<file path="src/rtl/mips_multicycle_ctrl.sv">
// Multi-cycle MIPS control FSM: sequences the datapath and the shared memory port from FETCH to writeback.
// Optional MCTRL_ILLEGAL_TRAP_EN: unsupported op/funct traps (cause 10) instead of retiring as a NOP.
module mips_multicycle_ctrl #(
  parameter int unsigned WAIT_LIMIT = 16
) (
  input  logic       clk_i,
  input  logic       rst_ni,
  input  logic [5:0] op_i,
  input  logic [5:0] funct_i,
  input  logic       zero_i,
  input  logic       mem_ready_i,
  output logic       pc_en_o,
  output logic [1:0] pc_source_o,
  output logic       iord_o,
  output logic       mem_read_o,
  output logic       mem_write_o,
  output logic       ir_write_o,
  output logic       reg_dst_o,
  output logic       mem_to_reg_o,
  output logic       reg_write_o,
  output logic       alu_src_a_o,
  output logic [1:0] alu_src_b_o,
  output logic       ext_op_o,
  output logic [2:0] alu_ctrl_o,
  output logic [3:0] state_o,
  output logic       instr_retired_o,
  output logic       trap_o,
  output logic [1:0] trap_cause_o
);

  typedef enum logic [3:0] {
    S_IDLE = 4'd0, S_FETCH = 4'd1, S_DECODE = 4'd2, S_MEM_ADR = 4'd3,
    S_MEM_RD = 4'd4, S_MEM_WB = 4'd5, S_MEM_WR = 4'd6, S_EXE_R = 4'd7,
    S_WB_R = 4'd8, S_EXE_I = 4'd9, S_WB_I = 4'd10, S_BRANCH = 4'd11,
    S_JUMP = 4'd12, S_TRAP = 4'd15
  } state_e;

  localparam int CW = (WAIT_LIMIT > 1) ? $clog2(WAIT_LIMIT) : 1;
  localparam logic [CW-1:0] CNT_LAST = CW'((WAIT_LIMIT == 0) ? 0 : WAIT_LIMIT - 1);
  localparam bit LIMIT_EN = (WAIT_LIMIT != 0);

  localparam logic [2:0] ALU_ADD = 3'b000, ALU_SUB = 3'b001, ALU_OR = 3'b010, ALU_LUI = 3'b011;

  state_e        state_q, state_d;
  logic [CW-1:0] cnt_q, cnt_d;
  logic [1:0]    cause_q, cause_d;
  logic          pc_write, pc_write_cond, wait_step;

  logic is_lw, is_sw, is_addu, is_subu, is_ori, is_lui, is_beq, is_j;
  assign is_lw   = (op_i == 6'b100011);
  assign is_sw   = (op_i == 6'b101011);
  assign is_addu = (op_i == 6'b000000) && (funct_i == 6'b100001);
  assign is_subu = (op_i == 6'b000000) && (funct_i == 6'b100011);
  assign is_ori  = (op_i == 6'b001101);
  assign is_lui  = (op_i == 6'b001111);
  assign is_beq  = (op_i == 6'b000100);
  assign is_j    = (op_i == 6'b000010);

  always_ff @(posedge clk_i or negedge rst_ni) begin
    if (!rst_ni) begin
      state_q <= S_IDLE;
      cnt_q   <= '0;
      cause_q <= 2'b00;
    end else begin
      state_q <= state_d;
      cnt_q   <= cnt_d;
      cause_q <= cause_d;
    end
  end

  always_comb begin
    state_d         = state_q;
    cnt_d           = cnt_q;
    cause_d         = cause_q;
    pc_write        = 1'b0;
    pc_write_cond   = 1'b0;
    wait_step       = 1'b0;
    pc_source_o     = 2'b00;
    iord_o          = 1'b0;
    mem_read_o      = 1'b0;
    mem_write_o     = 1'b0;
    ir_write_o      = 1'b0;
    reg_dst_o       = 1'b0;
    mem_to_reg_o    = 1'b0;
    reg_write_o     = 1'b0;
    alu_src_a_o     = 1'b0;
    alu_src_b_o     = 2'b00;
    ext_op_o        = 1'b0;
    alu_ctrl_o      = ALU_ADD;
    instr_retired_o = 1'b0;
    trap_o          = 1'b0;

    unique case (state_q)
      S_IDLE: state_d = S_FETCH;
      S_FETCH: begin
        mem_read_o = 1'b1;
        if (mem_ready_i) begin
          ir_write_o  = 1'b1;
          pc_write    = 1'b1;
          alu_src_b_o = 2'b01;
          state_d     = S_DECODE;
        end else begin
          wait_step = 1'b1;
        end
      end
      S_DECODE: begin
        alu_src_b_o = 2'b11;
        ext_op_o    = 1'b1;
        if (is_lw || is_sw)          state_d = S_MEM_ADR;
        else if (is_addu || is_subu) state_d = S_EXE_R;
        else if (is_ori || is_lui)   state_d = S_EXE_I;
        else if (is_beq)             state_d = S_BRANCH;
        else if (is_j)               state_d = S_JUMP;
        else begin
`ifdef MCTRL_ILLEGAL_TRAP_EN
          state_d = S_TRAP;
          cause_d = 2'b10;
`else
          instr_retired_o = 1'b1;
          state_d         = S_FETCH;
`endif
        end
      end
      S_MEM_ADR: begin
        alu_src_a_o = 1'b1;
        alu_src_b_o = 2'b10;
        ext_op_o    = 1'b1;
        state_d     = is_sw ? S_MEM_WR : S_MEM_RD;
      end
      S_MEM_RD: begin
        iord_o     = 1'b1;
        mem_read_o = 1'b1;
        if (mem_ready_i) state_d = S_MEM_WB;
        else             wait_step = 1'b1;
      end
      S_MEM_WB: begin
        mem_to_reg_o    = 1'b1;
        reg_write_o     = 1'b1;
        instr_retired_o = 1'b1;
        state_d         = S_FETCH;
      end
      S_MEM_WR: begin
        iord_o      = 1'b1;
        mem_write_o = 1'b1;
        if (mem_ready_i) begin
          instr_retired_o = 1'b1;
          state_d         = S_FETCH;
        end else begin
          wait_step = 1'b1;
        end
      end
      S_EXE_R: begin
        alu_src_a_o = 1'b1;
        alu_ctrl_o  = is_subu ? ALU_SUB : ALU_ADD;
        state_d     = S_WB_R;
      end
      S_WB_R: begin
        reg_dst_o       = 1'b1;
        reg_write_o     = 1'b1;
        instr_retired_o = 1'b1;
        state_d         = S_FETCH;
      end
      S_EXE_I: begin
        alu_src_a_o = 1'b1;
        alu_src_b_o = 2'b10;
        alu_ctrl_o  = is_lui ? ALU_LUI : ALU_OR;
        state_d     = S_WB_I;
      end
      S_WB_I: begin
        reg_write_o     = 1'b1;
        instr_retired_o = 1'b1;
        state_d         = S_FETCH;
      end
      S_BRANCH: begin
        alu_src_a_o     = 1'b1;
        alu_ctrl_o      = ALU_SUB;
        pc_write_cond   = 1'b1;
        pc_source_o     = 2'b01;
        instr_retired_o = 1'b1;
        state_d         = S_FETCH;
      end
      S_JUMP: begin
        pc_write        = 1'b1;
        pc_source_o     = 2'b10;
        instr_retired_o = 1'b1;
        state_d         = S_FETCH;
      end
      S_TRAP: trap_o = 1'b1;
      default: state_d = S_IDLE;
    endcase

    // A ready memory completes the access even on the cycle the limit is reached.
    if (wait_step) begin
      if (LIMIT_EN && (cnt_q == CNT_LAST)) begin
        state_d = S_TRAP;
        cause_d = 2'b01;
      end else begin
        cnt_d = cnt_q + CW'(1);
      end
    end
    if (state_d != state_q) cnt_d = '0;
  end

  assign pc_en_o      = pc_write | (pc_write_cond & zero_i);
  assign state_o      = state_q;
  assign trap_cause_o = cause_q;

endmodule

</file>
<file path="config.mk">
export PLATFORM = sky130hd
export DESIGN_NAME = mips_multicycle_ctrl
export DESIGN_NICKNAME = d
export VERILOG_FILES = /design/src/rtl/mips_multicycle_ctrl.sv
export SDC_FILE = /design/constraint.sdc
export NUM_CORES = 1
export LEC_CHECK = 0
export CORE_MARGIN = 5
export CORE_UTILIZATION = 25
export DETAILED_ROUTE_END_ITERATION = 12
export PLACE_DENSITY = 0.56
export SETUP_SLACK_MARGIN = 0.05
export SYNTH_ARGS = -nofsm -noshare
export SYNTH_HDL_FRONTEND = slang
export SYNTH_SLANG_ARGS = --single-unit
export TNS_END_PERCENT = 1
</file>
<file path="constraint.sdc">
create_clock -name clk_i -period 4.2 [get_ports clk_i]
set_input_delay 0.84 -clock clk_i [delete_from_list [all_inputs] [get_ports clk_i]]
set_output_delay 0.84 -clock clk_i [all_outputs]
set_load 0.02 [all_outputs]
</file>
======== Word-level counts from Yosys, hierarchy flattened ========
Cells that the tools add are included.
cells by class
  add/subtract/negate cells ............... 1
  eq/ne operators ......................... 24
  muxes and demuxes ....................... 42
  bitwise operators ....................... 2
  reduce and logical (&&, ||, !) cells .... 19
operators with widths
  kind                   number
  $mux W4                13
  $pmux W4 S9            1
  $eq A4 B4 Y1 const B   7
  $eq A6 B6 Y1 const B   4
  $mux W1                22
  $eq A4 B3 Y1 const B   4
  $eq A6 B4 Y1 const B   2
  $pmux W2 S3            2
  $eq A4 B2 Y1 const B   2
  $reduce_or A2 Y1       4
  $eq A6 B2 Y1 const B   1
  $eq A6 B3 Y1 const B   1
  $logic_not A6 Y1       1
  $reduce_or A3 Y1       2
  $reduce_or A6 Y1       1
  $reduce_or A5 Y1       1
  $add A4 B1 Y4 const B  1
  $eq A4 B1 Y1 const B   1
  $logic_not A4 Y1       1
  $ne A4 B4 Y1           1
  $pmux W2 S2            1
  $reduce_and A2 Y1      2
  $reduce_or A4 Y1       1
  $logic_or A1 B1 Y1     3
  8 further kinds        9
storage, ports and cells
  register bits after elaboration ......... 9
  output and inout port bits .............. 25
  word-level logic and storage cells ...... 91

======== Depth between registers and ports, before layout ========
  depth after elaboration ................. 12
  mapped depth ............................ 7

======== Least setup slack after synthesis ========
Ideal clock, no wire load.
  path type ............................... in2out
  start ................................... input op_i[5]
  end ..................................... output alu_ctrl_o[0]
  arrival time ............................ 2085 ps
  required time ........................... 3360 ps
  slack ................................... 1275 ps
  stages on the path ...................... 4
  path buffers ............................ 0
  path through ............................ or2_1 -> nor4_2 -> or3b_1 -> o21ai_1
between the ends
  longest elaborated chain between the ends .. 4
  elaborated cells on any way between the ends .. 6
  classes of those cells .................. eq/ne (1); mux (3); reduce/logical (2)
ends and longest elaborated chain
  item                 line  source
  from (decl)          8     input logic [5:0] op_i,
  $logic_not A6 Y1     53    assign is_subu = (op_i == 6'b000000) && (funct_i == 6'b100011);
  $logic_and A1 B1 Y1  53
  $mux W1              154   alu_ctrl_o = is_subu ? ALU_SUB : ALU_ADD;
  $pmux W2 S3 *        93    unique case (state_q)
  to (decl)            24    output logic [2:0] alu_ctrl_o,
Mark *: on every way between the ends. The rest lies on a longest branch, timed or not.

======== Worst setup path in the final report ========
  start ................................... input op_i[4]
  end ..................................... output instr_retired_o
between the ends
  longest elaborated chain between the ends .. 7
  elaborated cells on any way between the ends .. 18
  classes of those cells .................. eq/ne (6); mux (6); reduce/logical (6)
ends and longest elaborated chain
  item           line  source
  $eq A6 B2 Y1   57    assign is_j = (op_i == 6'b000010);
  $mux W1        113   else if (is_j) state_d = S_JUMP;
  $mux W1        112   else if (is_beq) state_d = S_BRANCH;
  $mux W1        111   else if (is_ori || is_lui) state_d = S_EXE_I;
  $mux W1        110   else if (is_addu || is_subu) state_d = S_EXE_R;
  $mux W1 *      109   if (is_lw || is_sw) state_d = S_MEM_ADR;
  $pmux W1 S3 *  93
  to (decl)      26    output logic instr_retired_o,
Marked as above.

==> metrics.md <==
| Metric | Value |
|---|---|
| Fillers | `a little over 400` |
| Fmax | `between 200 and 300 MHz` |
| Root buffer cell | `clkbuf_8` |
| EDFF count, synth | `0` |
| CP bufs+invs | `2` |
| Worst Setup Slack, final | `0.3974 ns` |
| Final period util | `0.9054` |
| Max-cap violations | `0` |
| Most frequent cells in the layout | `clkdlybuf4s50_1, nor2_1, nor3_1` |
| Critical path class | `in2out` |
| Crit path max-delay cell type | `clkdlybuf4s50_1` |
| Largest net degree at the start of global routing | `20` |
| Vias in the first global route | `1221` |
| Pwr/cell area | `between 500 and 600 nW/um2` |
| Post-DP HPWL | `about 2.7 mm` |
| Chip width | `about 75 um` |
| Total Routing Usage GR | `0.1251` |
| Io pins | `41` |
| # hold bufs at CTS | `0` |
| Iteration-0 DRC Markers | `70` |
| WHS | `between 0.4 and 0.5 ns` |
| Hold Crit Class | `reg2reg` |
| H-tree level count | `1` |
| CTS Sinks | `9` |
| Area delta synth->final | `41.80%` |
| Final Critical Period | `between 3 and 4 ns` |
| Worst vdd ir | `~0.14 mV` |
| # Post-CTS Setup Buffers | `0` |
| Vias/cell | `approximately 5.4` |
| DRC violations left | `0` |
| Max Slew Vio Count | `0` |
| Crit path required time | `about 3.4 ns` |
| Final #Nets | `194` |
| Worst-path clk slew | `approximately 0.05 ns` |
| ANT cells | `0` |
| # rows | `23` |
| Routed Antenna Nets | `0` |
| Clk_lat worst skew | `0.24 ns` |
| Final Hold Fails | `0` |
| Syn_area_per_cell | `7.525 um2` |
| Critical path arrival | `approximately 3 ns` |
| Global-route wire length before repair | `5.630 mm` |
| Core ar. | `around 4100 um2` |
| Cell Chain, Critical Path | `clkdlybuf4s50_1, or2_1, nor4_2, or3b_1, a41o_1, clkdlybuf4s50_1` |
| Antenna violations before repair | `0` |
| Crit end category | `output port` |
| Yosys reg bits | `9` |
| Input/output buffers | `38` |
| Post-Synthesis Cells | `between 100 and 150` |
| Most frequent CP cell | `clkdlybuf4s50_1` |
| CTS tree | `done` |
| Synth async-reset ratio | `1.000` |
| Synthesized area | `1069 um2` |
| Synth cell types | `51` |
| Worst reg-to-reg setup slack | `a little over 2 ns` |
| Grt ovf | `0` |
| # setup viols final | `0` |
| Layout cells sized above 1 | `0.06818` |
| Gpl congestion | `0.8071` |
| RSZ-0062 raised after global routing | `false` |
| Die height | `75.38 um` |
| Slew margin rel. | `0.5762` |
| Crit path max fanout | `4` |
| Detailed-route via count | `between 1000 and 1500` |
| Ys flop type | `dfrtp_1` |
| Sequential share of the synthesized area | `0.2108` |
| Avg WL per Cell | `between 15 and 20 um` |
| Setup TNS | `0 ns` |
| CP Launch Type | `input pin` |
| PostCTS Resize Cnt | `0` |
| Dpl ws | `0.3864 ns` |
| Slew @ Worst Pin | `between 0.6 and 0.7 ns` |
| Final core occ | `0.3734` |
| Starting Density | `0.2633` |
| DRT Wirelength | `between 3 and 4 mm` |
| Skew final | `roughly 0.0041 ns` |
| Outcome | `completed` |
| Die footprint | `approximately 5700 um2` |
| LEAKAGE | `around 0.56 nW` |
| Finished Layout Cells | `approximately 230` |
| Most common cell after layout, fill and taps aside | `clkdlybuf4s50_1` |
| Num CTS Buffers | `3` |
| Ys Warns | `0` |
| Placed cells | `about 220` |
| CTS max path bufs | `2` |
| Slowest Stage Delay on Critical Path | `0.54 ns` |
| Top delay family on crit path | `buffers and inverters` |
| First-pass DRT Iterations | `4` |
==> cells by family after synthesis <==
group                    Yosys count  share of synthesized area
multiplexers                       2                    0.01874
flip-flops                         9                     0.2108
XOR/XNOR                           5                    0.04098
AND/OR/NAND/NOR                   70                     0.3759
AO/OA/AOI/OAI                     37                     0.2611
adder cells (fa/ha/maj)            1                    0.01171
buffers and inverters             17                    0.07728
other                              1                   0.003510
==> report_power, final <==
part	total [mW]	internal, mW	switching, mW
Combinational	0.557	0.246	0.312
Sequential	0.172	0.102	0.0694
Clock	0.102	0.0663	0.0361
==> synth_stat cells, types with 4 or more instances <==
cell type | count | area [um2]
nor2_1 | 15 | 56.30
nor3_1 | 11 | 55.05
dfrtp_1 | 9 | 225.2
nand2_1 | 9 | 33.78
o21ai_0 | 9 | 45.04
nand3_1 | 8 | 40.04
buf_2 | 6 | 30.03
inv_1 | 5 | 18.77
nand2b_1 | 4 | 25.02
xnor2_1 | 4 | 35.03
==> worst paths after layout <==
kind | from | endpoint | depth (start not counted)
worst max-delay path | op_i[4] | instr_retired_o | 6
worst min-delay path | trap_cause_o[0]$_DFFE_PN0P_ | trap_cause_o[0]$_DFFE_PN0P_ | 1
min in group asynchronous | rst_ni | trap_cause_o[0]$_DFFE_PN0P_ | 1
worst max register to register | state_o[3]$_DFF_PN0_ | cnt_q[3]$_DFFE_PN0P_ | 5
max in group asynchronous | rst_ni | state_o[0]$_DFF_PN0_ | 1
worst min register to register | trap_cause_o[0]$_DFFE_PN0P_ | trap_cause_o[0]$_DFFE_PN0P_ | 1
==> per-layer routing <==
metal | global-route usage | vias to the layer above | part of all wire
met4 | 0.06796 | 0 | 0.019
met3 | 0.01451 | 6 | 0.065
li1 | - | 593 | -
met2 | 0.2033 | 52 | 0.48
met5 | 0 | - | 0
met1 | 0.1613 | 568 | 0.44
==> registers in the layout, indices dropped and copies added, names as in the netlist <==
signal        count
trap_cause_o      1
state_o           4
cnt_q             4
==> metrics by stage <==
stage	cell area, um2	power, mW
5_1_grt	1515	0.8946
4_1_cts	1515	0.8343
3_3_place_gp	1470	0.7245
6_report	1515	0.8315
3_5_place_dp	1470	0.7303
2_1_floorplan	1072	0.5136
==> worst register-to-register path, stage by stage, from the launching register on <==
cell and delay, ns:
dfrtp_1 0.74, nand2b_1 0.34, a32o_1 0.37, a311oi_2 0.26
o22ai_2 0.15, nor3_1 0.21
==> final cells by class <==
type / instances / area [um2] / area share
clock buffers: 4 / 45.04 / 0.02973
inverters: 6 / 22.52 / 0.01486
multi-input cells: 117 / 764.5 / 0.5045
flip-flops and latches: 9 / 225.2 / 0.1486
well taps: 50 / 62.56 / 0.04129
repair buffers: 40 / 395.4 / 0.2609
Note: power is estimated with default switching activity, not from simulation.
